## src/rtl/mac_seq_ctrl_5_pkg.sv

```systemverilog
// Shared definitions for the multiplexed FP MAC sequencing controller:
// FSM states, step count and MAC status bit positions.
package mac_seq_ctrl_5_pkg;

   typedef enum logic [1:0] {
      ST_IDLE = 2'd0,
      ST_RUN  = 2'd1,
      ST_DONE = 2'd2
   } state_t;

   localparam int STEPS = 5;

   localparam int STAT_ZERO    = 0;
   localparam int STAT_INF     = 1;
   localparam int STAT_INVALID = 2;
   localparam int STAT_TINY    = 3;
   localparam int STAT_HUGE    = 4;
   localparam int STAT_INEXACT = 5;

endpackage

```

## src/rtl/mac_seq_ctrl_5.sv

```systemverilog
// Steps a combinational 5-input FP MAC through select 0..4, feeding each result back
// as the next addend. Optional early abort on invalid status: MAC_SEQ_NAN_ABORT_EN.
//
// state   | meaning
// --------+---------------------------------------------------------
// IDLE    | waiting for a job, in_ready=1
// RUN     | driving MAC step 'step', accumulating result and status
// DONE    | out_valid=1 holding final result until out_ready
module mac_seq_ctrl_5
   import mac_seq_ctrl_5_pkg::*;
#(
   parameter int inst_sig_width = 23,
   parameter int inst_exp_width = 8,
   parameter int A_width        = inst_sig_width + inst_exp_width + 1
) (
   input  logic                   clk,
   input  logic                   rst,
   input  logic                   in_valid,
   output logic                   in_ready,
   input  logic [A_width*5-1:0]   in_a,
   input  logic [A_width*5-1:0]   in_b,
   input  logic [A_width-1:0]     in_c,
   input  logic [2:0]             in_rnd,
   output logic [2:0]             mac_select,
   output logic [A_width*5-1:0]   mac_inst_a,
   output logic [A_width-1:0]     mac_inst_b,
   output logic [A_width-1:0]     mac_inst_c,
   output logic [2:0]             mac_inst_rnd,
   input  logic [A_width-1:0]     mac_z,
   input  logic [7:0]             mac_status,
   output logic                   out_valid,
   input  logic                   out_ready,
   output logic [A_width-1:0]     out_z,
   output logic [7:0]             out_status
);

   state_t                 state;
   logic [2:0]             step;
   logic [A_width*5-1:0]   b_reg;
   logic [A_width-1:0]     acc;
   logic [7:0]             stat;
   logic                   last_step;

   assign mac_select = step;
   assign mac_inst_c = acc;

   always_comb begin
      mac_inst_b = b_reg[0 +: A_width];
      case (step)
         3'd1:    mac_inst_b = b_reg[A_width*1 +: A_width];
         3'd2:    mac_inst_b = b_reg[A_width*2 +: A_width];
         3'd3:    mac_inst_b = b_reg[A_width*3 +: A_width];
         3'd4:    mac_inst_b = b_reg[A_width*4 +: A_width];
         default: mac_inst_b = b_reg[0 +: A_width];
      endcase
   end

`ifdef MAC_SEQ_NAN_ABORT_EN
   assign last_step = (step == 3'(STEPS - 1)) || mac_status[STAT_INVALID];
`else
   assign last_step = (step == 3'(STEPS - 1));
`endif

   always_ff @(posedge clk or posedge rst) begin
      if (rst) begin
         state        <= ST_IDLE;
         step         <= '0;
         mac_inst_a   <= '0;
         b_reg        <= '0;
         mac_inst_rnd <= '0;
         acc          <= '0;
         stat         <= '0;
         in_ready     <= 1'b1;
         out_valid    <= 1'b0;
         out_z        <= '0;
         out_status   <= '0;
      end else begin
         case (state)
            ST_IDLE: begin
               if (in_valid && in_ready) begin
                  mac_inst_a   <= in_a;
                  b_reg        <= in_b;
                  mac_inst_rnd <= in_rnd;
                  acc          <= in_c;
                  step         <= '0;
                  stat         <= '0;
                  in_ready     <= 1'b0;
                  state        <= ST_RUN;
               end
            end
            ST_RUN: begin
               acc  <= mac_z;
               stat <= stat | mac_status;
               if (last_step) begin
                  // step returns to 0 so select/B idle at word 0 outside RUN
                  step       <= '0;
                  out_valid  <= 1'b1;
                  out_z      <= mac_z;
                  out_status <= stat | mac_status;
                  state      <= ST_DONE;
               end else begin
                  step <= step + 3'd1;
               end
            end
            ST_DONE: begin
               if (out_ready) begin
                  out_valid <= 1'b0;
                  in_ready  <= 1'b1;
                  state     <= ST_IDLE;
               end
            end
            default: state <= ST_IDLE;
         endcase
      end
   end

endmodule

```

## config.mk

```make
export PLATFORM = sky130hd
export DESIGN_NAME = mac_seq_ctrl_5
export DESIGN_NICKNAME = d
export VERILOG_FILES = /design/src/rtl/mac_seq_ctrl_5_pkg.sv /design/src/rtl/mac_seq_ctrl_5.sv
export SDC_FILE = /design/constraint.sdc
export NUM_CORES = 1
export LEC_CHECK = 0
export CORE_AREA = 2 2 258 260
export CTS_CLUSTER_SIZE = 20
export DETAILED_ROUTE_END_ITERATION = 8
export DIE_AREA = 0 0 260 262
export SYNTH_ARGS = -nofsm -noshare
export SYNTH_HDL_FRONTEND = slang
export SYNTH_SLANG_ARGS = --single-unit
```

## constraint.sdc

```tcl
create_clock -name clk -period 15.4 [get_ports clk]
set_clock_uncertainty 0.2 [all_clocks]
set_input_delay 1.54 -clock clk [delete_from_list [all_inputs] [get_ports clk]]
set_output_delay 1.54 -clock clk [all_outputs]
set_load 0.02 [all_outputs]
```

==> results.txt, run 1 <==
- Outcome: completed
- Final critical delay including setup and external delays: 5480 ps
- Grt ovf: 0
- Number of H-tree levels: 2
* Register bit total from synthesis: 410
- Combined global-route utilization of all metal layers: 18.9%
* Ratio of cells with drive above 1 in the final layout: 6.84%
- The final count of pins violating max slew came to 0.
* Die height: 262 um
- Yosys printed 0 warnings.
- The commonest cells after synthesis are sky130_fd_sc_hd__nand2_1, sky130_fd_sc_hd__dfrtp_1, sky130_fd_sc_hd__o21ai_0.
- Die area: 68100 um2
* Portion of synthesized cell area occupied by the leading cell type: 61.1%
- 671 I/O pins were placed.
- Worst hold slack: 270 ps
* Most used flip-flop cell after synthesis: sky130_fd_sc_hd__dfrtp_1
- Headroom to the max-slew limit came out at 15.1%.
- Total setup violations reported at the end of the flow: 0
- Total power consumption of the routed design: 2.41 mW
- After filler insertion, the fill cell instance count of the layout stands at 6516.
- Starting utilization of the core area: 25.7%
- STA classifies the critical path endpoint as an output port.
- The count of final hold-check violations was 0.
- Number of buffers inserted during clock tree synthesis: 49
* Worst path arrival time: 3740 ps
* Final Routed Wirelength: 67000 um
- The cell area that synthesis handed to floorplanning was 16800 um2.
- The first routing iteration left 1016 violations.
- Vias post-DR: 15000
- Hold-fix buffers, CTS: 0
- Vias in the first global route: 15300
- Top-count cell post-synth: sky130_fd_sc_hd__nand2_1
* Cell types with the largest area share after synthesis: sky130_fd_sc_hd__dfrtp_1, sky130_fd_sc_hd__nand2_1, sky130_fd_sc_hd__mux2_2
* Pin count of the biggest net entering global routing: 232
* PwrDens: 93.1 nW/um2
- The root buffer cell chosen for the clock tree is sky130_fd_sc_hd__clkbuf_16.
* HPWL after DPL: 48600 um
- Share of the clock period used by the worst path: 35.6%
- Hold/Removal Path Class: flop to flop
* Number of clock sinks seen by CTS: 410
* CTS tree: done
* Largest stage delay on the critical path: 540 ps
- Post-synth net total: 2230
* Layout-stage area growth over the synthesis result: 54.4%
- Nets: 2852
- CP most frequent cell: sky130_fd_sc_hd__buf_4
- Ratio of routed vias to standard cells: 4.46
- Number of gates resized after cts: 0
- Core ar.: 65300 um2
- After detailed placement, the total cell area comes to 24200 um2.
- The tool flagged a number of max-cap violations equal to 0.
* Post-route cell area: 25900 um2
- Fraction of registers with async set/reset: 100%
- Data required time of the worst path: 13660 ps
- Achievable frequency: 183 MHz
* Number of enable-type register cells in the synthesized netlist: 0
- Largest vdd supply drop: 0.0825 mV
* Chip Width: 260 um
- The critical path goes through inv_1, ha_1, buf_4, or3_4, a21oi_4, buf_4, mux2_2, clkdlybuf4s50_1.
- Broken down by cell family, the worst path's largest delay share belongs to buffers and inverters.
- In the final routed layout, each cell accounts on average for 20.0 um.
- Cell type with the highest aggregate area in the netlist: sky130_fd_sc_hd__dfrtp_1
- The finished layout holds 3357 standard cells, fillers aside.
* Fin Setup TNS: 0 ps
- Once the clock tree was built, the setup fixing pass inserted 0 buffers.
- For the pin with the worst max-slew slack, the measured transition is 1270 ps.
* Post-synthesis cell count: 1826
- The first global-routing pass estimated 97200 um of wire.
- Of all nets on the critical path, the largest fanout is 33.
- The synthesized netlist contains 27 unique library cells.
- Critical path type: flop to output port
- In the routed design, unresolved DRC markers number 0.
- Antenna Nets Post-Route: 0
- Input and output buffers added on the ports amount to 670.
- Number of placement rows: 94
- Source-to-sink clock delay at the later pin of the worst-skew pair: 590 ps
- Including well taps, the total number of placed cells is 3261.
- A synthesized cell averages 9.18 um2.
- The longest clock path from root to sink contains 3 buffers.
- Sequential fraction of the synthesis area: 61.2%
- The congestion estimate from routability-driven global placement came to 0.869.
- For this design the static power due to leakage is 12.4 nW.
- Startpoint type of the worst setup path: flop
- Number of iterations in the first detailed-routing pass: 5
- Setup repair after global routing left no endpoint under its margin.
- Clk pin slew, worst setup/hold paths: 60 ps
- Initial antenna violation count: 7
- Among all stages on the critical path, the largest delay is contributed by sky130_fd_sc_hd__clkdlybuf4s50_1.
- Count of buffering cells on the critical path with inverters included: 4
[cell type report]
type                            count  area [um2]  area share, %
Sequential cell                   410       10300           39.7
Timing Repair Buffer              687        6860           26.5
Multi-Input combinational cell   1262        5880           22.7
Clock buffer                       72        1450           5.61
Tap cell                          864        1080           4.18
Clock inverter                     18         179          0.691
Inverter                           38         150          0.580
Antenna cell                        6        15.0         0.0580
[per-stage QoR]
step | setup WS (ps) | utilization [%]
after floorplan | 2250 | -
after global routing | 9740 | 39.6
after CTS | 9860 | 39.6
final | 9920 | 39.6
after detailed placement | 10530 | 37.1
after global placement | 10620 | 37.1
[worst paths after layout]
path,end,start,slack (ps),depth (start not counted)
max,mac_inst_b[23],mac_select[0],9920,8
min,b_reg[27],b_reg[27],270,2
max reg2reg,b_reg[82],in_ready,12040,5
min reg2reg,b_reg[27],b_reg[27],270,2
max in group asynchronous,mac_select[2],rst,11260,4
min in group asynchronous,out_z[4],rst,1270,2
[layer usage]
metal,vias up,share of wire (%),GRT usage [%]
met3,86,8.3,5.94
met2,548,51,33.0
met5,-,0.036,0
met1,7298,38,22.2
li1,7050,-,-
met4,4,2.7,5.89
[kinds of logic (layout without fill, tap and decap cells)]
| kind of cell | count (synthesis) | in the layout | share of synthesized area [%] |
|---|---|---|---|
| mux | 64 | 64 | 4.30 |
| fa+ha+maj | 5 | 5 | 0.373 |
| compound gates | 185 | 185 | 7.29 |
| flops | 410 | 410 | 61.2 |
| other cells | 0 | 6 | 0 |
| buf+inv | 154 | 815 | 3.99 |
| simple gates | 1008 | 1008 | 22.8 |
[layout by cell type (no fill, tap or decap), drive strengths merged, types with 2 or more instances in the layout]
master,count
a21oi,11
a22oi,64
a32oi,32
buf,17
bufinv,2
clkbuf,72
clkdlybuf4s50,670
clkinv,12
clkinvlp,2
dfrtp,409
diode,6
ha,5
inv,40
mux2,64
nand2,982
nand2b,3
nor2,17
o21ai,76
[report_power, final]
part           total, mW  internal (mW)  leakage (nW)  switching, mW
combinational      0.154          0.100          6.03         0.0543
sequential          1.08           1.08          5.59        0.00230
clock               1.17          0.688         0.806          0.482
[worst register-to-register path, cell delays in order, from the launching register on]
cell and delay [ps]:
sky130_fd_sc_hd__dfstp_2 590, sky130_fd_sc_hd__nor4bb_4 320, sky130_fd_sc_hd__buf_4 760, sky130_fd_sc_hd__buf_4 1020
sky130_fd_sc_hd__nand2_1 310, sky130_fd_sc_hd__nand2_1 100
Note: power is estimated with default switching activity, not from simulation.
==> inputs of run 2 (changes only) <==
Clock period 15.4 ns to 5.1 ns, I/O delays scaled along.
==> run 2 against run 1 <==
Net effect:
- non-clock buffer count grew 3
- register-to-register slack lost 9600 ps
- combinational power grew to 3.1 times the previous value
- sequential cell count is the same
- final area is essentially flat
- total power grew to 3.0 times the previous value
- clock power grew to 3.0 times the previous value
- die area is the same
- worst setup slack lost 9500 ps
- first-iteration DRC count grew 4.0%
- highest routed layer unchanged
==> results.txt, run 2 (synthesized netlist as in run 1, its figures left out) <==
* Outcome: completed (unchanged)
- Number of clock sinks seen by CTS: 410 (unchanged)
- The most common library cell in the layout ignoring fill and taps was sky130_fd_sc_hd__nand2_1 (unchanged).
- Number of non-filler instances in the completed layout: 3354 (was 3357)
- The master cell of the clock root buffer is sky130_fd_sc_hd__clkbuf_16 (unchanged).
- Layout-stage area growth over the synthesis result: 54.6% (was 54.4%)
* Worst hold slack: 236 ps (was 270 ps)
* Uppermost layer routed: met5 (unchanged)
- The final number of setup-violating endpoints came to 0 (unchanged).
- Maximum clock path buffer count: 3 (unchanged)
- The worst path in the final design needs a cycle of 4640 ps, including I/O delays and setup.
- Final Routed Wirelength: 69000 um (was 67000 um)
* Wire length of the first global-routing pass: 99700 um (was 97200 um)
* Ratio of routed vias to standard cells: 4.49 (was 4.46)
- Number of H-tree levels: 2 (unchanged)
* Pin count of the biggest net entering global routing: 218 (was 232)
- The worst ir drop on vdd was 0.201 mV (was 0.0825 mV).
* HPWL after DPL: 51100 um (was 48600 um)
* CP most frequent cell: sky130_fd_sc_hd__buf_4 (unchanged)
- The fraction of layout cells with a size suffix above 1 came to 6.72% (was 6.84%).
- The final global-route overflow total was 0 (unchanged).
- The placed cell count was 3264 (was 3261).
* Source-to-sink clock delay at the later pin of the worst-skew pair: 570 ps (was 590 ps)
* Largest stage delay on the critical path: 680 ps (was 540 ps)
- The required time of the critical path came to 4390 ps (was 13660 ps).
* Worst Max-Slew Pin Slew: 1190 ps (was 1270 ps)
- The relative max-transition margin was 20.8% (was 15.1%).
- The TritonCTS clock tree was done (unchanged).
- The final net count came to 2854 (was 2852).
* Total power consumption of the routed design: 7.22 mW (was 2.41 mW)
- Combined global-route utilization of all metal layers: 19.5% (was 18.9%)
* Post-route cell area: 25900 um2 (about the same)
- The remaining antenna violation count after routing came to 0 (unchanged).
* Wire length on met2: 34900 um (was 34100 um)
* Final RePlAce weighted congestion: 0.908 (was 0.869)
- Post-place setup slack: 1100 ps (was 10530 ps)
- The worst path setup slack after routing is 460 ps (was 9920 ps).
- The quantity of hold-fixing buffers added after cts is 0 (unchanged).
- The post-cts resize count is 0 (unchanged).
* Initial antenna violation count: 11 (was 7)
- Vias post-DR: 15100 (was 15000)
* Maximum fanout count along the critical path: 50 (was 33)
- The static power due to leakage is 12.4 nW (about the same).
- The top cell family by delay on the critical path is buffers and inverters (unchanged).
- Share of the clock period used by the worst path: 91.0%
- IO Count: 671 (unchanged)
* Violation count after the first detailed-routing iteration: 1057 (was 1016)
- The die width is 260 um (unchanged).
* Fin Setup TNS: 0 ps (unchanged)
- The die height came to 262 um (unchanged).
- The wire length on met1 is 25600 um (was 25500 um).
- The sort of element at the end of the critical path is an output port (unchanged).
- Layout filler cell count: 6425 (was 6516)
- The TritonCTS buffer count came to 48 (was 49).
- Wire length on met3: 5530 um (was 5560 um)
- The type of the setup path with the least slack is flop to output port (unchanged).
* CP startpoint: mac_select[2] (was mac_select[0])
- Vias in the first global route: 15600 (was 15300)
- Most frequent cells in the layout: sky130_fd_sc_hd__nand2_1, sky130_fd_sc_hd__clkdlybuf4s50_1, sky130_fd_sc_hd__dfrtp_1 (unchanged).
* Starting utilization of the core area: 25.7% (unchanged)
* Crit-path slowest cell: sky130_fd_sc_hd__a21oi_4 (was sky130_fd_sc_hd__clkdlybuf4s50_1)
* Startpoint type of the worst setup path: flop (unchanged)
- The final design utilization came to 39.7% (was 39.6%).
- Cell Area, Placed: 24300 um2 (was 24200 um2)
- Hold/Removal Path Class: primary input to async pin (was flop to flop)
- Count of buffering cells on the critical path with inverters included: 3 (was 4)
- Number of placement rows: 94 (unchanged)
- The post-CTS clock slew at the launch and capture registers of the worst setup and hold paths was 50 ps (was 60 ps).
- PwrDens: 279 nW/um2 (was 93.1 nW/um2)
- The routed length per instance was 20.6 um (was 20.0 um).
- Number of pins exceeding their max-slew limit in the final report: 0 (unchanged)
- The count of unresolved DRC violations after routing was 0 (unchanged).
- Post-CTS setup buffer count: 0 (unchanged)
- Number of iterations in the first detailed-routing pass: 5 (unchanged)
* Achievable frequency: 216 MHz
- Final hold violation count: 0 (unchanged)
- CP cell instances: buf_4, nand2b_1, a21oi_4, buf_4, mux2_1, clkdlybuf4s50_1 (was inv_1, ha_1, buf_4, or3_4, a21oi_4, buf_4, mux2_2, clkdlybuf4s50_1)
* Core ar.: 65300 um2 (unchanged)
- The data arrival time of the critical path was 3930 ps (was 3740 ps).
- The count of port buffers added during placement is 670 (unchanged).
- The floorplan die area was 68100 um2 (unchanged).
- Setup repair after global routing missed its margin: false (unchanged).
- Number of maximum-capacitance violations: 0 (unchanged)
- FF-to-FF Start: in_ready (unchanged)
run 2: cell types whose count changed in the layout (fill, tap and decap cells not counted):
cell,change
sky130_fd_sc_hd__clkinv_2,-4
sky130_fd_sc_hd__inv_8,-1
sky130_fd_sc_hd__clkinv_8,-2
sky130_fd_sc_hd__buf_4,-1
sky130_fd_sc_hd__clkbuf_1,+1
sky130_fd_sc_hd__diode_2,-1
sky130_fd_sc_hd__clkbuf_8,+1
sky130_fd_sc_hd__buf_12,+4
run 2: area by class of cell:
cell class | instances | area, um2 | share of cell area, %
tap | 864 | 1080 | 4.17
sequential | 410 | 10300 | 39.6
clock buffer | 74 | 1470 | 5.68
antenna | 5 | 12.5 | 0.0483
timing repair buffer | 690 | 6930 | 26.8
clock inverter | 11 | 119 | 0.459
inverter | 38 | 146 | 0.565
multi-input combinational | 1262 | 5880 | 22.7
run 2: final timing paths:
path,to,slack (ps),cells past startpoint
min in group clk,mac_inst_a[80],260,3
worst max-delay path,mac_inst_b[25],460,6
worst min-delay path,mac_inst_a[122],240,2
max in group asynchronous,b_reg[157],3200,3
worst max register to register,mac_inst_c[13],2440,4
worst min register to register,mac_inst_a[31],270,2
run 2: routing by layer:
layer	track usage [%]	vias to the layer above
met3	5.35	130
li1	-	7046
met1	22.1	7240
met2	34.4	626
met5	0	-
met4	8.41	18
run 2: worst register-to-register path: stages (launching register included):
cell,delay [ps]
sky130_fd_sc_hd__dfstp_2,590
sky130_fd_sc_hd__nor4bb_4,470
sky130_fd_sc_hd__buf_12,580
sky130_fd_sc_hd__a22oi_1,630
sky130_fd_sc_hd__o21ai_0,130
run 2: power by group:
| group | leakage, nW | switching [mW] | internal (mW) |
|---|---|---|---|
| logic | 6.06 | 0.165 | 0.306 |
| clock network | 0.785 | 1.39 | 2.08 |
| registers | 5.59 | 0.00665 | 3.27 |
==> inputs of run 3 (changes only) <==
Settings changed: GPL_ROUTABILITY_DRIVEN set to 0.
==> results of run 3 <==
The final DEF is identical to that of run 2; final timing and power are the same.
